File: src/rtl/mem_req_arbiter.sv
// mem_req_arbiter: shares one sram-like memory port between the instruction
// fetch requester and the data access requester, in-order response routing.
//
// Ports:
//   clk, reset            clock, synchronous active-high reset
//   inst_req/addr         fetch request (always a 4-byte read)
//   inst_addr_ok/data_ok  fetch address accepted / fetch data returned
//   inst_rdata            fetch read data
//   data_req/wr/size/wstrb/addr/wdata   data request and payload
//   data_addr_ok/data_ok  data address accepted / data response
//   data_rdata            data read data
//   mem_*                 downstream request, mem_addr_ok/mem_data_ok/mem_rdata back
//   err_unexp_ok          sticky: response seen with nothing outstanding
//
// Build option: define MEM_ARB_RR_EN for round-robin instead of
// fixed data-over-inst priority.
module mem_req_arbiter #(
    parameter int MAX_OUTSTANDING = 2
) (
    input  logic        clk,
    input  logic        reset,
    input  logic        inst_req,
    input  logic [31:0] inst_addr,
    output logic        inst_addr_ok,
    output logic        inst_data_ok,
    output logic [31:0] inst_rdata,
    input  logic        data_req,
    input  logic        data_wr,
    input  logic [1:0]  data_size,
    input  logic [3:0]  data_wstrb,
    input  logic [31:0] data_addr,
    input  logic [31:0] data_wdata,
    output logic        data_addr_ok,
    output logic        data_data_ok,
    output logic [31:0] data_rdata,
    output logic        mem_req,
    output logic        mem_wr,
    output logic [1:0]  mem_size,
    output logic [3:0]  mem_wstrb,
    output logic [31:0] mem_addr,
    output logic [31:0] mem_wdata,
    input  logic        mem_addr_ok,
    input  logic        mem_data_ok,
    input  logic [31:0] mem_rdata,
    output logic        err_unexp_ok
);

    localparam int CW = $clog2(MAX_OUTSTANDING + 1);
    localparam int AW = (MAX_OUTSTANDING > 1) ? $clog2(MAX_OUTSTANDING) : 1;

    // Outstanding-ID FIFO: 0 = inst, 1 = data
    logic [MAX_OUTSTANDING-1:0] ids;
    logic [AW-1:0]              wr_ptr;
    logic [AW-1:0]              rd_ptr;
    logic [CW-1:0]              count;

    logic lock;
    logic lock_id;
    logic err;
    logic full;
    logic empty;
    logic gnt_id;
    logic push;
    logic pop;
    logic head;

    function automatic logic [AW-1:0] nxt(input logic [AW-1:0] p);
        return (p == AW'(MAX_OUTSTANDING - 1)) ? '0 : p + 1'b1;
    endfunction

    assign full  = (count == CW'(MAX_OUTSTANDING));
    assign empty = (count == '0);

`ifdef MEM_ARB_RR_EN
    logic rr_ptr;

    // Preferred requester flips away from whoever was just accepted
    always_ff @(posedge clk) begin
        if (reset)
            rr_ptr <= 1'b0;
        else if (push)
            rr_ptr <= ~gnt_id;
    end

    always_comb begin
        if (lock)
            gnt_id = lock_id;
        else if (inst_req && data_req)
            gnt_id = rr_ptr;
        else
            gnt_id = data_req;
    end
`else
    assign gnt_id = lock ? lock_id : data_req;
`endif

    assign mem_req = !reset && !full && (gnt_id ? data_req : inst_req);
    assign push    = mem_req && mem_addr_ok;
    assign pop     = !reset && mem_data_ok && !empty;
    assign head    = ids[rd_ptr];

    assign inst_addr_ok = push && !gnt_id;
    assign data_addr_ok = push && gnt_id;
    assign inst_data_ok = pop && !head;
    assign data_data_ok = pop && head;
    assign inst_rdata   = reset ? '0 : mem_rdata;
    assign data_rdata   = reset ? '0 : mem_rdata;
    assign err_unexp_ok = err && !reset;

    always_comb begin
        mem_wr    = 1'b0;
        mem_size  = 2'd0;
        mem_wstrb = 4'd0;
        mem_addr  = 32'd0;
        mem_wdata = 32'd0;
        if (mem_req) begin
            if (gnt_id) begin
                mem_wr    = data_wr;
                mem_size  = data_size;
                mem_wstrb = data_wstrb;
                mem_addr  = data_addr;
                mem_wdata = data_wdata;
            end else begin
                mem_size  = 2'd2;
                mem_addr  = inst_addr;
            end
        end
    end

    always_ff @(posedge clk) begin
        if (reset) begin
            ids     <= '0;
            wr_ptr  <= '0;
            rd_ptr  <= '0;
            count   <= '0;
            lock    <= 1'b0;
            lock_id <= 1'b0;
            err     <= 1'b0;
        end else begin
            if (push) begin
                ids[wr_ptr] <= gnt_id;
                wr_ptr      <= nxt(wr_ptr);
            end
            if (pop)
                rd_ptr <= nxt(rd_ptr);
            if (push && !pop)
                count <= count + 1'b1;
            else if (pop && !push)
                count <= count - 1'b1;
            // Hold the grant on a requester until its address is taken
            if (push)
                lock <= 1'b0;
            else if (mem_req) begin
                lock    <= 1'b1;
                lock_id <= gnt_id;
            end
            if (mem_data_ok && empty)
                err <= 1'b1;
        end
    end

endmodule
File: config.mk
export PLATFORM = sky130hd
export DESIGN_NAME = mem_req_arbiter
export DESIGN_NICKNAME = d
export VERILOG_FILES = /design/src/rtl/mem_req_arbiter.sv
export SDC_FILE = /design/constraint.sdc
export NUM_CORES = 1
export LEC_CHECK = 0
export ABC_AREA = 1
export CAP_MARGIN = 10
export CORE_AREA = 5 5 106 108
export CTS_CLUSTER_DIAMETER = 200
export DETAILED_ROUTE_END_ITERATION = 10
export DIE_AREA = 0 0 111 113
export GPL_TIMING_DRIVEN = 0
export PLACE_DENSITY = 0.75
export REMOVE_ABC_BUFFERS = 1
export SLEW_MARGIN = 5
export SYNTH_ARGS = -nofsm -noshare
export SYNTH_HDL_FRONTEND = slang
export SYNTH_SLANG_ARGS = --single-unit
File: constraint.sdc
create_clock -name clk -period 1.6 [get_ports clk]
set_input_delay 0.24 -clock clk [delete_from_list [all_inputs] [get_ports clk]]
set_output_delay 0.24 -clock clk [all_outputs]
set_load 0.02 [all_outputs]
After elaboration in Yosys (flattened, before gate mapping) --
Cells that the tools add are included.
Operators by class: add/sub/neg operators 4, $lt $le $gt $ge 3, equality and inequality tests 1, muxes and demuxes 22, bitwise logic cells 1, reductions and logical operators 25
Operators by type and width (count):
- 2-to-1 mux 32 bit | 5
- logical AND 1 bit | 14
- 2-to-1 mux 1 bit | 9
- 2-to-1 mux 2 bit | 4
- 2-to-1 mux 4 bit | 2
- zero test 1 bit | 7
- < comparator 1 x 2 -> 1 bit, second input constant | 2
- adder 1 bit, second input constant | 2
- adder 2 x 1 -> 2 bit, second input constant | 1
- bitwise mux 2 bit | 1
- == test 2 bit, second input constant | 1
- zero test 2 bit | 1
- AND reduction 2 bit | 1
- nonzero test 2 bit | 1
- OR reduction 2 bit | 1
- subtractor 2 x 1 -> 2 bit, second input constant | 1
- demux 1 bit (select 1 bit) | 1
- >= comparator 1 bit, second input constant | 1
- NOT 1 bit | 1
Word-level totals: register bits 9, input port bits 141, output and inout port bits 141, word-level logic and storage cells 63

Depth between registers and ports, before layout --
depth after elaboration 9, gate-level depth with buffers 11, mapped depth without buffers 11

Worst setup path after synthesis --
Ideal clock, no wire load.
path type reg2reg, start register lock, end register count[1], setup time 122 ps, arrival time 1454 ps, data required time 1478 ps, setup slack 24 ps, stages on the path, launching flop included 12, path buffers 0, period minus slack after synthesis 1576 ps, cell sequence dfxtp_1 > inv_1 > nand2_1 > nand3_2 > nand2_2 > nand2_2 > nor2_2 > ha_1 > a21oi_1 > o21ai_0 > o21ai_0 > a21oi_1
Between the ends: longest elaborated chain between the ends 7, elaborated cells on any way between the ends 9, those cells by class mux (3); reduce/logical (6)
RTL lines:
- from (decl) | RTL line 57 | logic lock;
- from (signal assigned) | RTL line 136 | lock <= 1'b0;
- from (signal assigned) | RTL line 152 | lock <= 1'b0;
- from (signal assigned) | RTL line 154 | lock <= 1'b1;
- 2-to-1 mux 1 bit (*) | RTL line 94 | assign gnt_id = lock ? lock_id : data_req;
- 2-to-1 mux 1 bit (*) | RTL line 97 | assign mem_req = !reset && !full && (gnt_id ? data_req : inst_req);
- logical AND 1 bit (*) | RTL line 97
- logical AND 1 bit (*) | RTL line 98 | assign push = mem_req && mem_addr_ok;
- named net push | RTL line 63 | logic push;
- zero test 1 bit | RTL line 148 | else if (pop && !push)
- logical AND 1 bit | RTL line 148
- nonzero test 2 bit (no source line)
- to (signal assigned) | RTL line 147 | count <= count + 1'b1;
- to (signal assigned) | RTL line 149 | count <= count - 1'b1;
- to (decl) | RTL line 55 | logic [CW-1:0] count;
Mark *: on every way through the listed nets, which the timed path passes. The rest lies on a longest branch. A chain may end at the register's enable or synchronous reset.

Worst setup path in the final report --
start register lock, end output port mem_wdata[31]
Between the ends: longest elaborated chain between the ends 4, elaborated cells on any way between the ends 5, those cells by class mux (4); reduce/logical (1)
RTL lines:
- 2-to-1 mux 1 bit (*) | RTL line 94
- 2-to-1 mux 1 bit | RTL line 97
- logical AND 1 bit | RTL line 97
- 2-to-1 mux 32 bit (*) | RTL line 116 | if (mem_req) begin
- to (decl) | RTL line 41 | output logic [31:0] mem_wdata,
Every way passes the cells marked *; elsewhere a longest branch is shown, timed or not.

==> results.json <==
{
  "status": "finished, violations left",
  "violations": "negative setup slack",
  "final_common_cell": "clkdlybuf4s50_1",
  "path_delay_family": "buffers and inverters",
  "die_h_um": 113,
  "final_cell_area_sq_um": 6250,
  "clock_latency_ns": 0.23,
  "synth-seq-cells": 9,
  "dr.pass1.iters": 4,
  "netlist_top_cells_area": "nand2_1, nor2_1, buf_4",
  "reg2reg_depth": 10,
  "slew_headroom_pct": 83.3,
  "gp_congestion": 0.830,
  "drt_iter0_drc": 195,
  "final_nets": 808,
  "rsz0062_at_grt": "true",
  "drc_errors": 0,
  "hold_slack_ns": 0.288,
  "use_met1_pct": 24.3,
  "routed_wl_um": 16000,
  "placed_cell_area_sq_um": 4460,
  "grt_pass1_vias": 3817,
  "synth_cells": 364,
  "num_vias": 3665,
  "ant_nets": 0,
  "utilization_pct": 61.7,
  "power.density_nw_per_um2": 551,
  "die_w_um": 111,
  "fin_crit_sh_pct": 117,
  "cts.htree.levels": 1,
  "rows": 37,
  "clk_pin_slew_ns": 0.05,
  "antenna_found_initial": 0,
  "dp_hpwl_um": 8270,
  "syn_avg_cell_area_sq_um": 5.04,
  "leakagePower_nw": 2.83,
  "period_minus_slack_ns": 1.87,
  "cp_num_cells": 9,
  "fin_setup_tns_ns": -14.14,
  "grt_max_degree": 39,
  "critPathRequiredTime_ns": 1.36,
  "setup_viol": 77,
  "layout_common_cells": "clkdlybuf4s50_1, buf_6, nand2_1",
  "cts_inserted_buffers": 3,
  "ys_warn_count": 0,
  "cts.sinks": 9,
  "syn_area_sq_um": 1840,
  "slowest_delay_ns": 0.37,
  "yosys.area.top_type_share_pct": 23.1,
  "routedWlPerCell_um": 20.0,
  "crit_fanout": 6,
  "grt_pass1_wl_um": 22100,
  "met3_usage_pct": 8.29,
  "cts_tree": "done",
  "min_path_type": "in2reg",
  "syn_to_final_growth_pct": 241,
  "antenna_cells": 0,
  "fin_skew_ns": 0.00300,
  "met2_usage_pct": 40.9,
  "grt_busiest_layer": "met2",
  "core_sq_um": 10100,
  "crit_slowest_cell": "dfxtp_4",
  "holdBufCountCts": 0,
  "ios": 282,
  "maxCapViolCount": 0,
  "track_usage_pct": 22.3,
  "cts-root-buf": "clkbuf_8",
  "vias_per_cell": 4.58,
  "worstMarginPinSlew_ns": 0.250,
  "final_cells": 801,
  "clock_path_buffers": 2,
  "start_util_pct": 18.1,
  "end_kind": "primary output",
  "hold_viol_final": 0,
  "slew_violations": 0,
  "drive_above_1_share_pct": 44.2,
  "cp_num_buf_inv": 5,
  "ys_types": 22,
  "ys_seq_area_share_pct": 9.82,
  "timing.fmax_mhz": 535,
  "gr-total-overflow": 0,
  "yosys.area.top_type": "nand2_1",
  "dp.cells": 728,
  "die-area_sq_um": 12500,
  "critical_path_arrival_ns": 1.63,
  "cp-start-kind": "flip-flop",
  "crit_type": "reg2out",
  "fin_ws_ns": -0.270,
  "path_cells": "nand2_4 > o21ai_4 > buf_12 > buf_16 > buf_4 > inv_8 > nand2_1 > nor2_2 > buf_6",
  "worst_ir_drop_vdd_mv": 0.284,
  "io_buffer_count": 281,
  "hold_depth": 2
}
Yosys cell counts:
master    count
dfxtp_1       9
buf_2        10
o21ai_0       6
clkbuf_1      2
nand2_1     113
buf_6         8
buf_4        32
a21oi_1      32
nor2_2        1
nor2_1       81
inv_2         2
o21ai_2       1
inv_1        46
nand2_2       2
nand3_1       1
o21ai_1       2
a211oi_1      1
nand3_2       1
a21oi_2       8
buf_1         2
nand4_1       3
ha_1          1
power breakdown:
group	internal (mW)	total (mW)	leakage [nW]	switching (mW)
sequential	0.247	0.267	0.0753	0.0198
clock	0.174	0.264	0.0228	0.0908
combinational	1.33	2.92	2.74	1.58
total	1.76	3.45	2.83	1.69
path summary, 6_finish.rpt:
| kind | slack (ns) | to | start |
|---|---|---|---|
| max | -0.27 | mem_wdata[31] | lock |
| min | 0.29 | ids[0] | reset |
| max reg2reg | -0.14 | count[1] | count[1] |
| min reg2reg | 0.48 | rd_ptr | rd_ptr |
cells by family after synthesis:
family | count (synthesis) | synth area share (%)
buffers and inverters | 102 | 31.4
adders and majority gates | 1 | 0.682
DFF | 9 | 9.82
AOI/OAI and AO/OA | 50 | 15.6
and+or+nand+nor | 202 | 42.5
registers in the layout (all words and copies together), names as in the netlist:
name     count
lock_id      1
lock         1
err          1
rd_ptr       1
count        2
wr_ptr       1
ids          2
repair_timing:
item                       CTS  global route
cloned                      25             7
setup endpoints to repair  150            82
setup buffers               32             7
resized for setup          620           156
pin swaps                   25            36
per-layer routing:
metal  wire length [um]  part of all wire [%]
met5                  0                     0
met4                405                   2.5
met3               1440                   9.0
met2               8360                    52
met1               5830                    36
metrics by stage:
step	power, mW	worst slack [ns]
3_3_place_gp	1.88	-2.75
2_1_floorplan	0.975	-0.763
4_1_cts	3.01	-0.238
3_5_place_dp	1.92	-2.40
5_1_grt	3.60	-0.317
6_report	3.45	-0.270
worst reg2reg max path, cell delays in order, from the launching register on:
cell and delay (ns):
dfxtp_2 0.33, inv_2 0.06, o21ai_4 0.22, bufinv_16 0.26, nand2_8 0.08, nor2_4 0.05, ha_4 0.24, a21oi_2 0.12
o21ai_2 0.08, o21ai_1 0.14, a21oi_1 0.05
final cells by class:
class,instances,area [sq um]
tap,136,170
fill,803,3880
clock buffer,4,45.0
timing repair buffer,324,3360
timing repair inverter,13,183
sequential,9,186
inverter,48,229
multi-input combinational,267,2080
Power figures use the tool's default switching activity.
